File: config.mk
export PLATFORM = sky130hd
export DESIGN_NAME = pet_ce_reset_gen
export DESIGN_NICKNAME = d
export VERILOG_FILES = /design/src/rtl/pet_clk_pkg.sv /design/src/rtl/pet_reset_seq.sv /design/src/rtl/pet_ce_reset_gen.sv
export SDC_FILE = /design/constraint.sdc
export NUM_CORES = 1
export LEC_CHECK = 0
export BUFFER_PORTS_ARGS = -buffer_cell sky130_fd_sc_hd__buf_2
export CAP_MARGIN = 20
export CORE_UTILIZATION = 46
export CTS_BUF_LIST = sky130_fd_sc_hd__clkbuf_8
export DETAILED_ROUTE_END_ITERATION = 6
export GPL_ROUTABILITY_DRIVEN = 1
export GPL_TIMING_DRIVEN = 0
export PLACE_DENSITY_LB_ADDON = 0.1
export SETUP_SLACK_MARGIN = 0.02
export SLEW_MARGIN = 20
export SYNTH_ARGS = -nofsm -noshare
export SYNTH_HDL_FRONTEND = slang
export SYNTH_HIERARCHICAL = 1
export SYNTH_SLANG_ARGS = --single-unit
File: constraint.sdc
create_clock -name clk -period 2.5 [get_ports clk]
set_input_delay 0.5 -clock clk [delete_from_list [all_inputs] [get_ports clk]]
set_output_delay 0.5 -clock clk [all_outputs]
set_load 0.005 [all_outputs]
File: src/rtl/pet_clk_pkg.sv
// pet_clk_pkg
//   Shared types and defaults for the PET clock-enable / reset sequencer.
//   - reset_state_t : states of the system reset sequencer
//   - RATE_W_DEF    : default width of CPU divider values
//   - RATES_DEF     : default CPU rate table, entry i at bits [i*RATE_W +: RATE_W]
//   - sel_width()   : width of a table index, never narrower than 1 bit
package pet_clk_pkg;

  typedef enum logic [1:0] {
    S_POR     = 2'd0,
    S_STRETCH = 2'd1,
    S_RUN     = 2'd2
  } reset_state_t;

  localparam int RATE_W_DEF    = 7;
  localparam int NUM_RATES_DEF = 4;

  // Entry 0 sits in the least significant slot, so speed_sel=0 selects 6
  // (period 7) and speed_sel=3 selects 55 (period 56).
  localparam logic [NUM_RATES_DEF*RATE_W_DEF-1:0] RATES_DEF =
    {7'd55, 7'd27, 7'd13, 7'd6};

  function automatic int sel_width(input int n);
    return (n > 1) ? $clog2(n) : 1;
  endfunction

endpackage

File: src/rtl/pet_reset_seq.sv
// pet_reset_seq
//   Power-on delay and reset stretcher producing the core-wide sys_reset.
//   After reset_n releases, sys_reset is held for POR_CYCLES clocks, then
//   for STRETCH further clocks; any rst_req restarts the stretch window.
// Ports
//   clk               in   system clock
//   reset_n           in   synchronous active-low reset
//   rst_req           in   user/OSD reset request (level)
//   sys_reset         out  registered active-high reset for the core
//   sys_reset_pending out  sys_reset is about to rise on this edge
//   state             out  current sequencer state (debug visibility)
module pet_reset_seq
  import pet_clk_pkg::*;
#(
  parameter int unsigned POR_CYCLES = 20_000_000,
  parameter int unsigned STRETCH    = 15
) (
  input  logic         clk,
  input  logic         reset_n,
  input  logic         rst_req,
  output logic         sys_reset,
  output logic         sys_reset_pending,
  output reset_state_t state
);

  localparam int ST_W = (STRETCH > 1) ? $clog2(STRETCH) : 1;
  localparam logic [31:0]    POR_LOAD = 32'(POR_CYCLES - 1);
  localparam logic [ST_W-1:0] ST_LAST = ST_W'(STRETCH - 1);

  reset_state_t    state_q, state_d;
  logic [31:0]     por_cnt_q, por_cnt_d;
  logic [ST_W-1:0] st_cnt_q, st_cnt_d;
  logic            sys_reset_q, sys_reset_d;

  always_ff @(posedge clk) begin
    if (!reset_n) begin
      state_q     <= S_POR;
      por_cnt_q   <= POR_LOAD;
      st_cnt_q    <= '0;
      sys_reset_q <= 1'b1;
    end else begin
      state_q     <= state_d;
      por_cnt_q   <= por_cnt_d;
      st_cnt_q    <= st_cnt_d;
      sys_reset_q <= sys_reset_d;
    end
  end

  always_comb begin
    state_d   = state_q;
    por_cnt_d = por_cnt_q;
    st_cnt_d  = st_cnt_q;
    case (state_q)
      S_POR: begin
        // rst_req is not looked at here: the stretch that follows already
        // covers any request still held when the POR delay ends.
        if (por_cnt_q == '0) begin
          state_d  = S_STRETCH;
          st_cnt_d = '0;
        end else begin
          por_cnt_d = por_cnt_q - 32'd1;
        end
      end
      S_STRETCH: begin
        if (rst_req) begin
          st_cnt_d = '0;
        end else if (st_cnt_q == ST_LAST) begin
          state_d = S_RUN;
        end else begin
          st_cnt_d = st_cnt_q + ST_W'(1);
        end
      end
      S_RUN: begin
        if (rst_req) begin
          state_d  = S_STRETCH;
          st_cnt_d = '0;
        end
      end
      default: begin
        state_d   = S_POR;
        por_cnt_d = POR_LOAD;
        st_cnt_d  = '0;
      end
    endcase
    sys_reset_d = (state_d != S_RUN);
  end

  assign sys_reset         = sys_reset_q;
  assign sys_reset_pending = sys_reset_d && !sys_reset_q;
  assign state             = state_q;

endmodule

File: src/rtl/pet_ce_reset_gen.sv
// pet_ce_reset_gen
//   Clock-enable and reset sequencer for the PET core. All outputs are
//   registered and derived from the single system clock.
// Ports
//   clk, reset_n   system clock and synchronous active-low reset
//   rst_req        user/OSD reset request (level)
//   speed_sel      CPU rate table index (out-of-range -> last entry)
//   tape_active    tape playback running
//   tape_fast      tape turbo selected (uses TAPE_RATE while tape_active)
//   ram_ready      tape SDRAM data valid; low during playback stalls CPU
//   pause          freeze the CPU
//   ce_pix_x2      pixel enable at twice the pixel rate
//   ce_pix_p/n     pixel enables, phase 0 and half-period phase
//   ce_cpu         CPU enable at the start of each CPU period
//   ce_cpu_n       CPU enable at the middle of each CPU period
//   cpu_stalled    a CPU tick was dropped by stall/pause
//   rate_cur       divider currently in effect
//   sys_reset      active-high reset to the rest of the core
// Handshake: none; all enables are single-cycle pulses with no back-pressure.
module pet_ce_reset_gen
  import pet_clk_pkg::*;
#(
  parameter int PIX_LOG2  = 3,
  parameter int NUM_RATES = NUM_RATES_DEF,
  parameter int RATE_W    = RATE_W_DEF,
  parameter logic [NUM_RATES*RATE_W-1:0] RATES = RATES_DEF,
  parameter logic [RATE_W-1:0] TAPE_RATE = RATE_W'(2),
  parameter int unsigned POR_CYCLES = 20_000_000,
  parameter int unsigned STRETCH    = 15,
  localparam int SEL_W = sel_width(NUM_RATES)
) (
  input  logic              clk,
  input  logic              reset_n,
  input  logic              rst_req,
  input  logic [SEL_W-1:0]  speed_sel,
  input  logic              tape_active,
  input  logic              tape_fast,
  input  logic              ram_ready,
  input  logic              pause,
  output logic              ce_pix_x2,
  output logic              ce_pix_p,
  output logic              ce_pix_n,
  output logic              ce_cpu,
  output logic              ce_cpu_n,
  output logic              cpu_stalled,
  output logic [RATE_W-1:0] rate_cur,
  output logic              sys_reset
);

  localparam logic [PIX_LOG2-1:0] PIX_HALF = PIX_LOG2'(1 << (PIX_LOG2 - 1));
  localparam logic [RATE_W-1:0]   RATE0    = RATES[RATE_W-1:0];

  // ---------------------------------------------------------------------
  // Reset sequencer
  // ---------------------------------------------------------------------
  logic         sys_reset_pending;
  reset_state_t reset_state;

  pet_reset_seq #(
    .POR_CYCLES (POR_CYCLES),
    .STRETCH    (STRETCH)
  ) u_reset_seq (
    .clk               (clk),
    .reset_n           (reset_n),
    .rst_req           (rst_req),
    .sys_reset         (sys_reset),
    .sys_reset_pending (sys_reset_pending),
    .state             (reset_state)
  );

  // ---------------------------------------------------------------------
  // Pixel enables: free-running divider, never gated
  // ---------------------------------------------------------------------
  logic [PIX_LOG2-1:0] pix_div_q, pix_div_d;
  logic ce_pix_x2_q, ce_pix_x2_d;
  logic ce_pix_p_q, ce_pix_p_d;
  logic ce_pix_n_q, ce_pix_n_d;

  always_comb begin
    pix_div_d   = pix_div_q + PIX_LOG2'(1);
    ce_pix_p_d  = (pix_div_q == '0);
    ce_pix_n_d  = (pix_div_q == PIX_HALF);
    ce_pix_x2_d = (pix_div_q[PIX_LOG2-2:0] == '0);
  end

  // ---------------------------------------------------------------------
  // CPU divider and gated enables
  // ---------------------------------------------------------------------
  logic [RATE_W-1:0] cpu_div_q, cpu_div_d;
  logic [RATE_W-1:0] rate_cur_q, rate_cur_d;
  logic [RATE_W-1:0] next_rate;
  logic [RATE_W:0]   half_pt;
  int unsigned       sel_idx;
  logic              wrap, stall, gate;
  logic ce_cpu_q, ce_cpu_d;
  logic ce_cpu_n_q, ce_cpu_n_d;
  logic cpu_stalled_q, cpu_stalled_d;

  always_comb begin
    sel_idx = 32'(speed_sel);
    if (sel_idx > 32'(NUM_RATES - 1)) begin
      sel_idx = 32'(NUM_RATES - 1);
    end
    if (tape_active && tape_fast) begin
      next_rate = TAPE_RATE;
    end else begin
      next_rate = RATES[sel_idx*RATE_W +: RATE_W];
    end
  end

  always_comb begin
    wrap  = (cpu_div_q == rate_cur_q);
    stall = tape_active && !ram_ready;
    gate  = stall || pause;
    // One bit wider so rate_cur = all-ones does not overflow.
    half_pt = ({1'b0, rate_cur_q} + (RATE_W+1)'(1)) >> 1;

    cpu_div_d  = cpu_div_q + RATE_W'(1);
    rate_cur_d = rate_cur_q;
    // The rate only changes on a wrap, so every period runs to completion
    // at the rate it started with.
    if (wrap) begin
      cpu_div_d  = '0;
      rate_cur_d = next_rate;
    end

    // Ticks lost to gating are dropped; the divider keeps its grid. The CPU
    // keeps being clocked while sys_reset is high so it can process the
    // reset; only the edge where reset is about to rise is skipped.
    ce_cpu_d      = (cpu_div_q == '0) && !gate && !sys_reset_pending;
    ce_cpu_n_d    = ({1'b0, cpu_div_q} == half_pt) && !gate;
    cpu_stalled_d = (cpu_div_q == '0) && gate;
  end

  // ---------------------------------------------------------------------
  // Registers
  // ---------------------------------------------------------------------
  always_ff @(posedge clk) begin
    if (!reset_n) begin
      pix_div_q     <= '0;
      ce_pix_x2_q   <= 1'b0;
      ce_pix_p_q    <= 1'b0;
      ce_pix_n_q    <= 1'b0;
      cpu_div_q     <= '0;
      rate_cur_q    <= RATE0;
      ce_cpu_q      <= 1'b0;
      ce_cpu_n_q    <= 1'b0;
      cpu_stalled_q <= 1'b0;
    end else begin
      pix_div_q     <= pix_div_d;
      ce_pix_x2_q   <= ce_pix_x2_d;
      ce_pix_p_q    <= ce_pix_p_d;
      ce_pix_n_q    <= ce_pix_n_d;
      cpu_div_q     <= cpu_div_d;
      rate_cur_q    <= rate_cur_d;
      ce_cpu_q      <= ce_cpu_d;
      ce_cpu_n_q    <= ce_cpu_n_d;
      cpu_stalled_q <= cpu_stalled_d;
    end
  end

  assign ce_pix_x2   = ce_pix_x2_q;
  assign ce_pix_p    = ce_pix_p_q;
  assign ce_pix_n    = ce_pix_n_q;
  assign ce_cpu      = ce_cpu_q;
  assign ce_cpu_n    = ce_cpu_n_q;
  assign cpu_stalled = cpu_stalled_q;
  assign rate_cur    = rate_cur_q;

endmodule

==> impl_metrics.csv, run 1 <==
group,metric,value,unit
outcome,status,"complete, no violations",
yosys,syn_avg_cell_area,8.48,um^2
pwr,powerDensity,534,nW/um^2
timing,fin_crit,2380,ps
floorplanning,rows,31,
yosys,synth_most_common_cell,"dfxtp_1",
floorplanning,die_x,89.1,um
timing,max_clock_freq,420,MHz
cts,cts_tree,"yes",
timing,finalClockSkew,5.58,ps
timing,final-setup-viol-count,0,
route,viasPerCell,5.69,
yosys,synth_area,3490,um^2
timing,setup_tns,0,ps
route,drt_iter0_drc,164,
yosys,synth_common_cells,"61 x dfxtp_1, 28 x nor2_1, 27 x nand3_1, 25 x inv_1, 23 x nand2_1",
route,wire_per_inst,14.9,um
run,max-cap-violations,0,
final_layout,fin_util,54.7,%
worst_setup_path,crit_chain,"inv_1 > ha_1 > inv_1 > nand2_1 > nor3_2 > a31oi_1 > a41o_1",
global_routing,overflow,0,
final_layout,layoutNonFillerInstCount,548,
floorplanning,initial_core_util,47.8,%
worst_setup_path,worst_ep_required_time,2730,ps
placement,dp_hpwl,5750,um
global_routing,grt_first_pass_wirelength,13000,um
worst_setup_path,cp_max_fo,9,
cts,worstSkewPairLatency,330,ps
yosys,ys_warn_count,6,
final_layout,num_antenna_cells,0,
yosys,ys_ff_latch,61,
cts,cts_root_buf,"clkbuf_8",
pwr,p_total,2.13,mW
worst_setup_path,endpoint_kind,"flop",
pwr,p_leak,1.54,nW
yosys,synth_edf_count,0,
global_routing,grt_antenna_before_repair,0,
global_routing,grt_pass1_vias,2780,
yosys,yosys.area.top_type,"dfxtp_1",
route,totalWireLength,8160,um
placement,routabilityCongestion,0.811,
worst_setup_path,startpoint_type,"flop",
yosys,synth_area_leaders,"dfxtp_1 35%, ha_1 6.1%, nand3_1 3.9%",
global_routing,grt_max_degree,11,
worst_setup_path,path_class,"flop to flop",
yosys,yosysSeqAreaShare,35.0,%
yosys,ys_types,58,
route,drc,0,
floorplanning,io_pins,23,
final_layout,final_layout_size_suffix_gt1_share,14.3,%
cts,numCtsBuffers,9,
worst_setup_path,cp_slowest_cell,"nor3_2",
timing,finalCritPeriodShare,95.3,%
timing,rsz0062_at_grt,"true",
route,vias,3116,
cts,h-tree-depth,3,
route,ant_nets,0,
timing,final_hold_viol_count,0,
floorplanning,die-area,7930,um^2
pwr,vdd_drop_max,283,uV
hold_path,hp-class,"input pin to flop",
worst_setup_path,crit_top_cell,"inv_1",
timing,tightest_slew,656,ps
timing,max-slew-margin-rel,56.0,%
cts,clk_path_buf_depth,2,
worst_setup_path,worstPathArrival,2610,ps
placement,dp.cells,531,
floorplanning,die_y,89.1,um
worst_setup_path,critPathMaxStageDelay,540,ps
cts,clk_pin_slew_worst_paths,70,ps
timing,finalMaxSlewViolations,0,
yosys,synthArstFlopShare,0,%
yosys,synth_nets,437,
floorplanning,core-area,7290,um^2
global_routing,gr-usage-all-layers,21.4,%
final_layout,fin_nets,470,
placement,io_buffers,21,
yosys,netlist.area_leader.share,35.0,%
final_layout,area_delta_synth_final,14.3,%
yosys,synthFlopType,"dfxtp_1",
cts,clkSinkCount,61,
route,first_pass_iters,4,
yosys,syn_inst,411,
-- worst max-delay path, delay by kind of cell (launching register included) --
family,cells,cell delay (ps)
simple gates,2,720
compound gates,2,400
buf+inv,2,320
fa+ha+maj,1,430
flops,1,410
-- timing repair --
action | CTS | global route
pin swaps | 0 | 1
buffers inserted | 0 | 1
gates resized for setup | 1 | 9
setup endpoints to repair | 9 | 28
hold buffers | 0 | 0
-- per-layer routing --
layer  vias up  track usage [%]  part of all wire (%)
met3         5             4.89                   3.1
met5         -                0                     0
met1      1475             27.8                    49
met4         0             6.35                  0.83
met2        59             35.8                    47
li1       1577                -                     -
-- kinds of logic (layout without fill, tap and decap cells) --
family | after synthesis | count (layout) | share of synthesized area [%]
fa+ha+maj | 17 | 17 | 6.10
compound gates | 87 | 87 | 16.7
buf+inv | 44 | 82 | 5.49
other cells | 1 | 1 | 0.108
mux | 8 | 8 | 2.30
flops | 61 | 61 | 35.0
simple gates | 174 | 174 | 29.5
xor+xnor | 19 | 19 | 4.77
-- power by group --
| group | total, mW | internal (mW) | switching [mW] |
|---|---|---|---|
| Combinational | 0.133 | 0.0550 | 0.0784 |
| Clock | 0.987 | 0.609 | 0.378 |
| Sequential | 1.01 | 0.992 | 0.0162 |
-- area by class of cell --
cell class / count / area, um^2
fill: 732 / 3310
multi-input combinational: 306 / 2110
buffer: 19 / 101
clock inverter: 5 / 73.8
inverter: 25 / 93.8
sequential: 61 / 1220
clock buffer: 11 / 151
tap: 99 / 124
timing repair buffer: 22 / 113
-- through the flow --
| stage | cell area (um^2) | hold WS (ps) | setup slack, ps |
|---|---|---|---|
| global route | 3990 | 454 | 0.596 |
| floorplan | 3490 | 417 | 457 |
| finish | 3990 | 446 | 117 |
| global placement | 3710 | 431 | -71.9 |
| CTS | 3940 | 429 | 25.6 |
| detailed placement | 3710 | 447 | -97.6 |
-- placed cells by master (no fill, tap or decap), types with 4 or more instances in the layout --
| cell type | netlist | layout |
|---|---|---|
| o211ai_1 | 5 | 5 |
| xnor2_1 | 12 | 12 |
| a31oi_1 | 5 | 5 |
| a21oi_1 | 22 | 22 |
| nand4_1 | 10 | 10 |
| ha_1 | 17 | 17 |
| or4_1 | 16 | 16 |
| buf_2 | 6 | 27 |
| o21ai_0 | 18 | 18 |
| nand2_1 | 23 | 22 |
| and2_1 | 5 | 5 |
| nor2_1 | 28 | 28 |
| clkbuf_8 | 0 | 11 |
| or3_1 | 4 | 4 |
| nor4_4 | 2 | 5 |
| mux2i_1 | 8 | 8 |
| nor3_1 | 12 | 12 |
| nand3_1 | 27 | 26 |
| xor2_1 | 7 | 7 |
| dfxtp_1 | 61 | 61 |
| nand2b_1 | 11 | 11 |
| and3_1 | 6 | 6 |
| inv_1 | 25 | 26 |
| nor4_1 | 5 | 5 |
| clkbuf_1 | 9 | 6 |
| o31ai_1 | 14 | 14 |
-- flip-flops by register name, summed over array words and instances (netlist names) --
| register | cells |
|---|---|
| u_reset_seq/por_cnt_q | 32 |
| ce_pix_n | 1 |
| ce_pix_x2 | 1 |
| u_reset_seq/sys_reset | 1 |
| cpu_stalled | 1 |
| u_reset_seq/state | 2 |
| u_reset_seq/st_cnt_q | 4 |
| ce_pix_p | 1 |
| ce_cpu | 1 |
| cpu_div_q | 7 |
| pix_div_q | 3 |
| rate_cur | 6 |
| ce_cpu_n | 1 |
-- path summary, 6_finish.rpt --
kind                                                 startpoint                                endpoint  slack, ps  cells after the start
worst max-delay path            u_reset_seq/state[0]$_SDFF_PN0_  u_reset_seq/por_cnt_q[26]$_SDFFE_PN0P_        120                      7
worst min-delay path                                      pause                  cpu_stalled$_SDFF_PN0_        450                      3
worst min register to register          pix_div_q[0]$_SDFF_PN0_                 pix_div_q[0]$_SDFF_PN0_        460                      1
worst max register to register  u_reset_seq/state[0]$_SDFF_PN0_  u_reset_seq/por_cnt_q[26]$_SDFFE_PN0P_        120                      7
(Power assumes the default switching activity.)
==> inputs of run 2 (changes only) <==
--- a/config.mk
+++ b/config.mk
@@ -9,6 +9,7 @@
 export CAP_MARGIN = 20
 export CORE_UTILIZATION = 46
 export CTS_BUF_LIST = sky130_fd_sc_hd__clkbuf_8
+export CTS_CLUSTER_SIZE = 24
 export DETAILED_ROUTE_END_ITERATION = 6
 export GPL_ROUTABILITY_DRIVEN = 1
 export GPL_TIMING_DRIVEN = 0
==> constraint.sdc (replaced) <==
create_clock -name clk -period 2.3 [get_ports clk]
set_input_delay 0.46 -clock clk [delete_from_list [all_inputs] [get_ports clk]]
set_output_delay 0.46 -clock clk [all_outputs]
set_load 0.005 [all_outputs]
==> run 2 against run 1 <==
Non-clock buffer count grew 7. Clock-buffer cell count stayed put. Routed wire length is 0.50% higher. Final cell count up 1.3%. Total power is 8.7% higher. Core utilization increased by 1.5 points. Sequential share of layout area shrank 0.70 points. Fmax rose by 7.5%. Clock power grew 8%. Design area grew 2.8%. Highest routed layer unchanged.
==> impl_metrics.csv, run 2 (synthesis gave the netlist of run 1 again) <==
group,metric,value,unit
final_layout,final_common_cell,"dfxtp_1",
timing,max-slew-margin-rel,61.2,%
floorplanning,rows,31,
worst_setup_path,critPathMaxStageDelay,490,ps
worst_setup_path,worstPathArrival,2480,ps
pwr,internal-power,1.80,mW
route,first_pass_iters,4,
timing,final_hold_viol_count,0,
placement,dp.cells,531,
final_layout,layoutNonFillerInstCount,555,
global_routing,grt_antenna_before_repair,0,
outcome,status,"complete, no violations",
timing,fin_crit,2220,ps
worst_setup_path,path_class,"flop to flop",
global_routing,gr-usage-all-layers,21.6,%
route,viasPerCell,5.65,
pwr,p_sw_share,22.2,%
global_routing,grt_max_degree,11,
cts,numCtsBuffers,9,
floorplanning,die-area,7930,um^2
route,drc,0,
floorplanning,io_pins,23,
worst_setup_path,cp_max_fo,5,
route,vias,3133,
floorplanning,die_x,89.1,um
worst_setup_path,cp_slowest_cell,"or4_1",
pwr,p_total,2.31,mW
cts,h-tree-depth,3,
final_layout,regMostFlops,"u_reset_seq/por_cnt_q",
run,max-cap-violations,0,
pwr,power.switching,513,uW
pwr,powerDensity,565,nW/um^2
route,wire_per_inst,14.8,um
worst_setup_path,crit_chain,"inv_1 > ha_4 > nor4b_2 > nand4_1 > buf_4 > o31a_1 > or4_1 > a21boi_1",
placement,routabilityCongestion,0.811,
cts,cts_root_buf,"clkbuf_8",
cts,cts_hold_buf,0,
final_layout,largest_reg_flops,32,
timing,finalMaxSlewViolations,0,
final_layout,area_delta_synth_final,17.5,%
timing,worst_slack,82.1,ps
pwr,p_leak,1.61,nW
final_layout,num_antenna_cells,0,
cts,clk_pin_slew_worst_paths,70,ps
cts,worstSkewPairLatency,330,ps
final_layout,layout_common_cells,"57 x dfxtp_1, 28 x nor2_1, 26 x nand3_1",
pwr,combPwrFrac,6.4,%
timing,rsz0062_at_grt,"true",
pwr,vdd_drop_max,309,uV
global_routing,grt_first_pass_wirelength,13100,um
final_layout,design_area,4100,um^2
placement,placed_cell_area,3710,um^2
floorplanning,initial_core_util,47.8,%
hold_path,hp-class,"input pin to flop",
route,ant_nets,0,
timing,final-setup-viol-count,0,
worst_setup_path,endpoint_kind,"flop",
route,totalWireLength,8200,um
floorplanning,core-area,7290,um^2
route,drt_iter0_drc,184,
cts,cts_tree,"yes",
timing,tightest_slew,581,ps
cts,clkSinkCount,61,
timing,finalCritPeriodShare,96.4,%
pwr,power.share.clock,46.2,%
placement,pre_cts_ws,-298,ps
timing,finalClockSkew,6.32,ps
cts,clk_path_buf_depth,2,
worst_setup_path,worst_ep_required_time,2570,ps
timing,max_clock_freq,451,MHz
final_layout,final_layout_size_suffix_gt1_share,18.2,%
final_layout,fin_nets,477,
placement,dp_hpwl,5750,um
global_routing,grt_pass1_vias,2789,
global_routing,overflow,0,
floorplanning,die_y,89.1,um
pwr,p_seq_share,47.4,%
placement,io_buffers,21,
worst_setup_path,startpoint_type,"flop",
[run 2: cell types whose count changed in the layout (fill, tap and decap cells not counted), sizes merged]
cell  before  now
buf       32   39
[run 2: repair_timing]
item | in CTS | in global routing
setup buffers | 3 | 6
endpoints found under the hold margin | 0 | 0
setup endpoints to repair | 31 | 33
pin swaps | 3 | 10
resized for setup | 16 | 11
[run 2: layout make-up]
cell class / instances / area (um^2)
clock inverters: 5 / 73.8
clock buffers: 11 / 151
well taps: 99 / 124
inverters: 25 / 93.8
repair buffers: 30 / 173
plain buffers: 18 / 110
multi-input cells: 306 / 2140
flip-flops and latches: 61 / 1230
fillers: 715 / 3200
[run 2: path summary, 6_finish.rpt]
kind	startpoint	endpoint	slack, ps	depth (start not counted)
worst min-delay path	pause	cpu_stalled$_SDFF_PN0_	410	3
worst max-delay path	u_reset_seq/por_cnt_q[1]$_SDFFE_PN1P_	u_reset_seq/st_cnt_q[1]$_SDFFE_PN0P_	80	8
worst max register to register	u_reset_seq/por_cnt_q[1]$_SDFFE_PN1P_	u_reset_seq/st_cnt_q[1]$_SDFFE_PN0P_	80	8
worst min register to register	pix_div_q[2]$_SDFF_PN0_	ce_pix_p$_SDFF_PN0_	460	1
[run 2: layer usage]
| layer | share of wire [%] | track usage [%] | vias to the layer above |
|---|---|---|---|
| li1 | - | - | 1594 |
| met1 | 49 | 27.8 | 1470 |
| met2 | 47 | 36.0 | 64 |
| met3 | 3.4 | 4.99 | 5 |
| met4 | 0.77 | 6.64 | 0 |
| met5 | 0 | 0 | - |
[run 2: worst max-delay path, delay by kind of cell, from the launching register on]
kind,cells,cell delay [ps]
and+or+nand+nor,3,860
AOI/OAI and AO/OA,2,480
DFF,1,330
buffers and inverters,2,320
adders and majority gates,1,160
[run 2: through the flow]
step / setup TNS (ps) / hold WS (ps) / utilization [%]
after floorplan: 0 / 417 / -
after global placement: -2500 / 431 / 50.9
after detailed placement: -3070 / 447 / 50.9
after CTS: 0 / 389 / 55.2
after global routing: -53.1 / 414 / 56.2
final: 0 / 411 / 56.2
[run 2: power groups by stage]
stage	Combinational, mW	Clock [mW]	Sequential (mW)
after floorplan	0.0998	0	1.12
after global placement	0.142	0	1.12
after detailed placement	0.145	0	1.12
after CTS	0.149	1.10	1.09
after global routing	0.173	1.16	1.10
final	0.149	1.07	1.10
==> inputs of run 3 (changes only) <==
--- a/config.mk
+++ b/config.mk
@@ -5,8 +5,10 @@
 export SDC_FILE = /design/constraint.sdc
 export NUM_CORES = 1
 export LEC_CHECK = 0
+export ABC_AREA = 1
 export BUFFER_PORTS_ARGS = -buffer_cell sky130_fd_sc_hd__buf_2
 export CAP_MARGIN = 20
+export CORE_ASPECT_RATIO = 0.9
 export CORE_UTILIZATION = 46
 export CTS_BUF_LIST = sky130_fd_sc_hd__clkbuf_8
 export CTS_CLUSTER_SIZE = 24
==> run 3 against run 2 <==
Global-route usage increased by 2.2 points. Fmax rose by 9.4%. Worst hold slack got worse by 19 ps. Routed wire length grew 20%. Sequential share of layout area is 1.9 points lower. Final cell count up 34%. Setup slack better by 190 ps. Via count grew 21%. Largest power group is now the clock network.
==> impl_metrics.csv, run 3 <==
group,metric,value,unit
placement,dp_hpwl,7500,um
timing,tightest_slew,693,ps
worst_setup_path,worstPathArrival,2250,ps
final_layout,design_area,4350,um^2
cts,worstSkewPairLatency,350,ps
cts,h-tree-depth,3,
pwr,power.share.clock,51.1,%
pwr,p_seq_share,42.8,%
worst_setup_path,startpoint_type,"input pin",
hold_path,hp-start,"pause",
route,vias,3786,
hold_path,hp-class,"input pin to flop",
final_layout,area_delta_synth_final,13.1,%
global_routing,grt_max_degree,13,
worst_setup_path,ff2ff_path_depth,6,
final_layout,final_common_cell,"nand2_1",
pwr,vdd_drop_max,320,uV
route,ant_nets,0,
yosys,netlist.area_leader.share,31.8,%
yosys,yosys.area.top_type,"dfxtp_1",
cts,clkSinkCount,61,
yosys,ys_warn_count,6,
yosys,synth_top_family_by_area,"simple AND/OR/NAND/NOR gates",
yosys,synth_edf_count,0,
global_routing,use_met2,34.8,%
placement,pre_cts_ws,-345,ps
pwr,p_leak,1.98,nW
yosys,synth_area,3850,um^2
timing,max_clock_freq,493,MHz
timing,max-slew-margin-rel,53.8,%
worst_setup_path,path_class,"input pin to flop",
worst_setup_path,regToRegStartpoint,"u_reset_seq/state[0]$_SDFF_PN0_",
worst_setup_path,cp_top_family,"buffers and inverters",
yosys,ys_types,36,
yosys,synth_area_leaders,"dfxtp_1 32%, nand2_1 14%, nor2_1 14%",
global_routing,gr-usage-all-layers,23.7,%
timing,hold_ws,393,ps
route,totalWireLength,9860,um
global_routing,overflow,0,
worst_setup_path,worst_ep_required_time,2530,ps
timing,worst_slack,272,ps
worst_setup_path,cp-startpoint,"reset_n",
pwr,powerDensity,587,nW/um^2
floorplanning,rows,31,
yosys,synth-compound-area-share,5.79,%
global_routing,grt_first_pass_wirelength,16100,um
timing,final-setup-viol-count,0,
route,first_pass_iters,7,
final_layout,regMostFlops,"u_reset_seq/por_cnt_q",
yosys,syn_inst,607,
cts,post_cts_resized,0,
timing,setup_tns,0,ps
timing,rsz0062_at_grt,"false",
yosys,synth_xor_area_share,3.19,%
worst_setup_path,critPathMaxStageDelay,460,ps
route,drc,0,
cts,cts_tree,"yes",
worst_setup_path,endpoint_kind,"flop",
floorplanning,core-area,8070,um^2
global_routing,grt_pass1_vias,3277,
timing,finalMaxSlewViolations,0,
worst_setup_path,cp_slowest_cell,"clkbuf_1",
cts,post_cts_buffers,0,
pwr,p_sw_share,22.9,%
global_routing,grt_antenna_before_repair,0,
floorplanning,initial_core_util,47.7,%
route,viasPerCell,5.10,
yosys,synthFlopType,"dfxtp_1",
pwr,internal-power,1.97,mW
yosys,synth_common_cells,"145 x nand2_1, 142 x nor2_1, 62 x inv_1, 61 x dfxtp_1, 55 x nand3_1",
final_layout,fin_nets,665,
worst_setup_path,r2r-end,"u_reset_seq/por_cnt_q[7]$_SDFFE_PN1P_",
route,wire_per_inst,13.3,um
pwr,power.switching,584,uW
timing,finalClockSkew,8.27,ps
route,drt_iter0_drc,319,
final_layout,final_layout_size_suffix_gt1_share,12.6,%
final_layout,layout_common_cells,"145 x nand2_1, 142 x nor2_1, 62 x inv_1",
yosys,synth_mux_area_share,0,%
yosys,syn_avg_cell_area,6.34,um^2
pwr,combPwrFrac,6.1,%
final_layout,num_antenna_cells,0,
cts,cts_root_buf,"clkbuf_8",
cts,numCtsBuffers,9,
worst_setup_path,cp_max_fo,10,
floorplanning,io_pins,23,
outcome,status,"complete, no violations",
timing,finalCritPeriodShare,88.2,%
yosys,ys_ff_latch,61,
cts,clk_path_buf_depth,2,
timing,final_hold_viol_count,0,
placement,io_buffers,21,
worst_setup_path,crit_top_cell,"buf_2",
hold_path,hold_end,"cpu_stalled$_SDFF_PN0_",
placement,placed_cell_area,4080,um^2
timing,fin_crit,2030,ps
final_layout,largest_reg_flops,32,
worst_setup_path,cp.buffers_inverters,4,
global_routing,met3_usage,3.79,%
yosys,synthArstFlopShare,0,%
yosys,synth_nets,633,
floorplanning,die_y,88.7,um
yosys,yosys.area_share.simple,45.2,%
worst_setup_path,crit_chain,"buf_2 > clkbuf_1 > inv_1 > a21oi_2 > buf_2 > nand3_1",
global_routing,grt.busiest_layer,"met1",
run,max-cap-violations,0,
cts,cts_hold_buf,0,
placement,routabilityCongestion,0.913,
yosys,synth_most_common_cell,"nand2_1",
floorplanning,die-area,8730,um^2
floorplanning,die_x,98.4,um
hold_path,hold_path_depth,3,
worst_setup_path,r2r_slack,300,ps
cts,clk_pin_slew_worst_paths,70,ps
yosys,yosysSeqAreaShare,31.8,%
yosys,synthAdderAreaFrac,5.53,%
global_routing,use_met1,35.3,%
## run 3: worst max path at each step
stage / cells past startpoint / end / slack (ps)
after CTS: 6 / u_reset_seq/por_cnt_q[7]$_SDFFE_PN1P_ / 30
after floorplan: 6 / u_reset_seq/por_cnt_q[2]$_SDFFE_PN1P_ / 650
after global routing: 6 / u_reset_seq/por_cnt_q[11]$_SDFFE_PN1P_ / 170
after detailed placement: 6 / u_reset_seq/por_cnt_q[0]$_SDFFE_PN1P_ / -350
after global placement: 6 / u_reset_seq/por_cnt_q[4]$_SDFFE_PN1P_ / -320
final: 6 / u_reset_seq/por_cnt_q[7]$_SDFFE_PN1P_ / 270
## run 3: per-stage QoR
| step | utilization, % | std cells | total power [mW] |
|---|---|---|---|
| floorplan | - | 607 | 1.22 |
| global placement | 50.5 | 727 | 1.27 |
| detailed placement | 50.5 | 727 | 1.27 |
| CTS | 53.9 | 743 | 2.59 |
| global route | 53.9 | 743 | 2.65 |
| finish | 53.9 | 743 | 2.55 |
## run 3: cells by family (layout without fill, tap and decap cells)
family | Yosys count | after routing
simple gates | 396 | 396
buf+inv | 79 | 116
flops | 61 | 61
compound gates | 39 | 39
fa+ha+maj | 17 | 17
xor+xnor | 14 | 14
other cells | 1 | 1
## run 3: power groups by stage
stage          combinational (mW)  clock, mW  sequential, mW
2_1_floorplan               0.106          0            1.12
3_3_place_gp                0.151          0            1.12
3_5_place_dp                0.153          0            1.12
4_1_cts                     0.154       1.34            1.09
5_1_grt                     0.177       1.38            1.10
6_report                    0.155       1.31            1.09
## run 3: layout make-up
cell class              instances  area [um^2]
plain buffers                  12         73.8
inverters                      67          251
clock inverters                 7          146
well taps                      99          124
flip-flops and latches         61         1220
clock buffers                   9          124
fillers                       835         3720
multi-input cells             467         2300
repair buffers                 21          105
## run 3: tightest hold or removal path, delay by kind of cell
| kind | cells | cell delay [ps] |
|---|---|---|
| buffers and inverters | 1 | 70 |
| AO/OA/AOI/OAI | 1 | 60 |
| AND/OR/NAND/NOR | 1 | 100 |
## run 3: layer usage
metal  up-vias  wire (um)
met5         -          0
met4         0        178
met3        14        587
met2       103       4000
met1      1697       5100
li1       1972          -
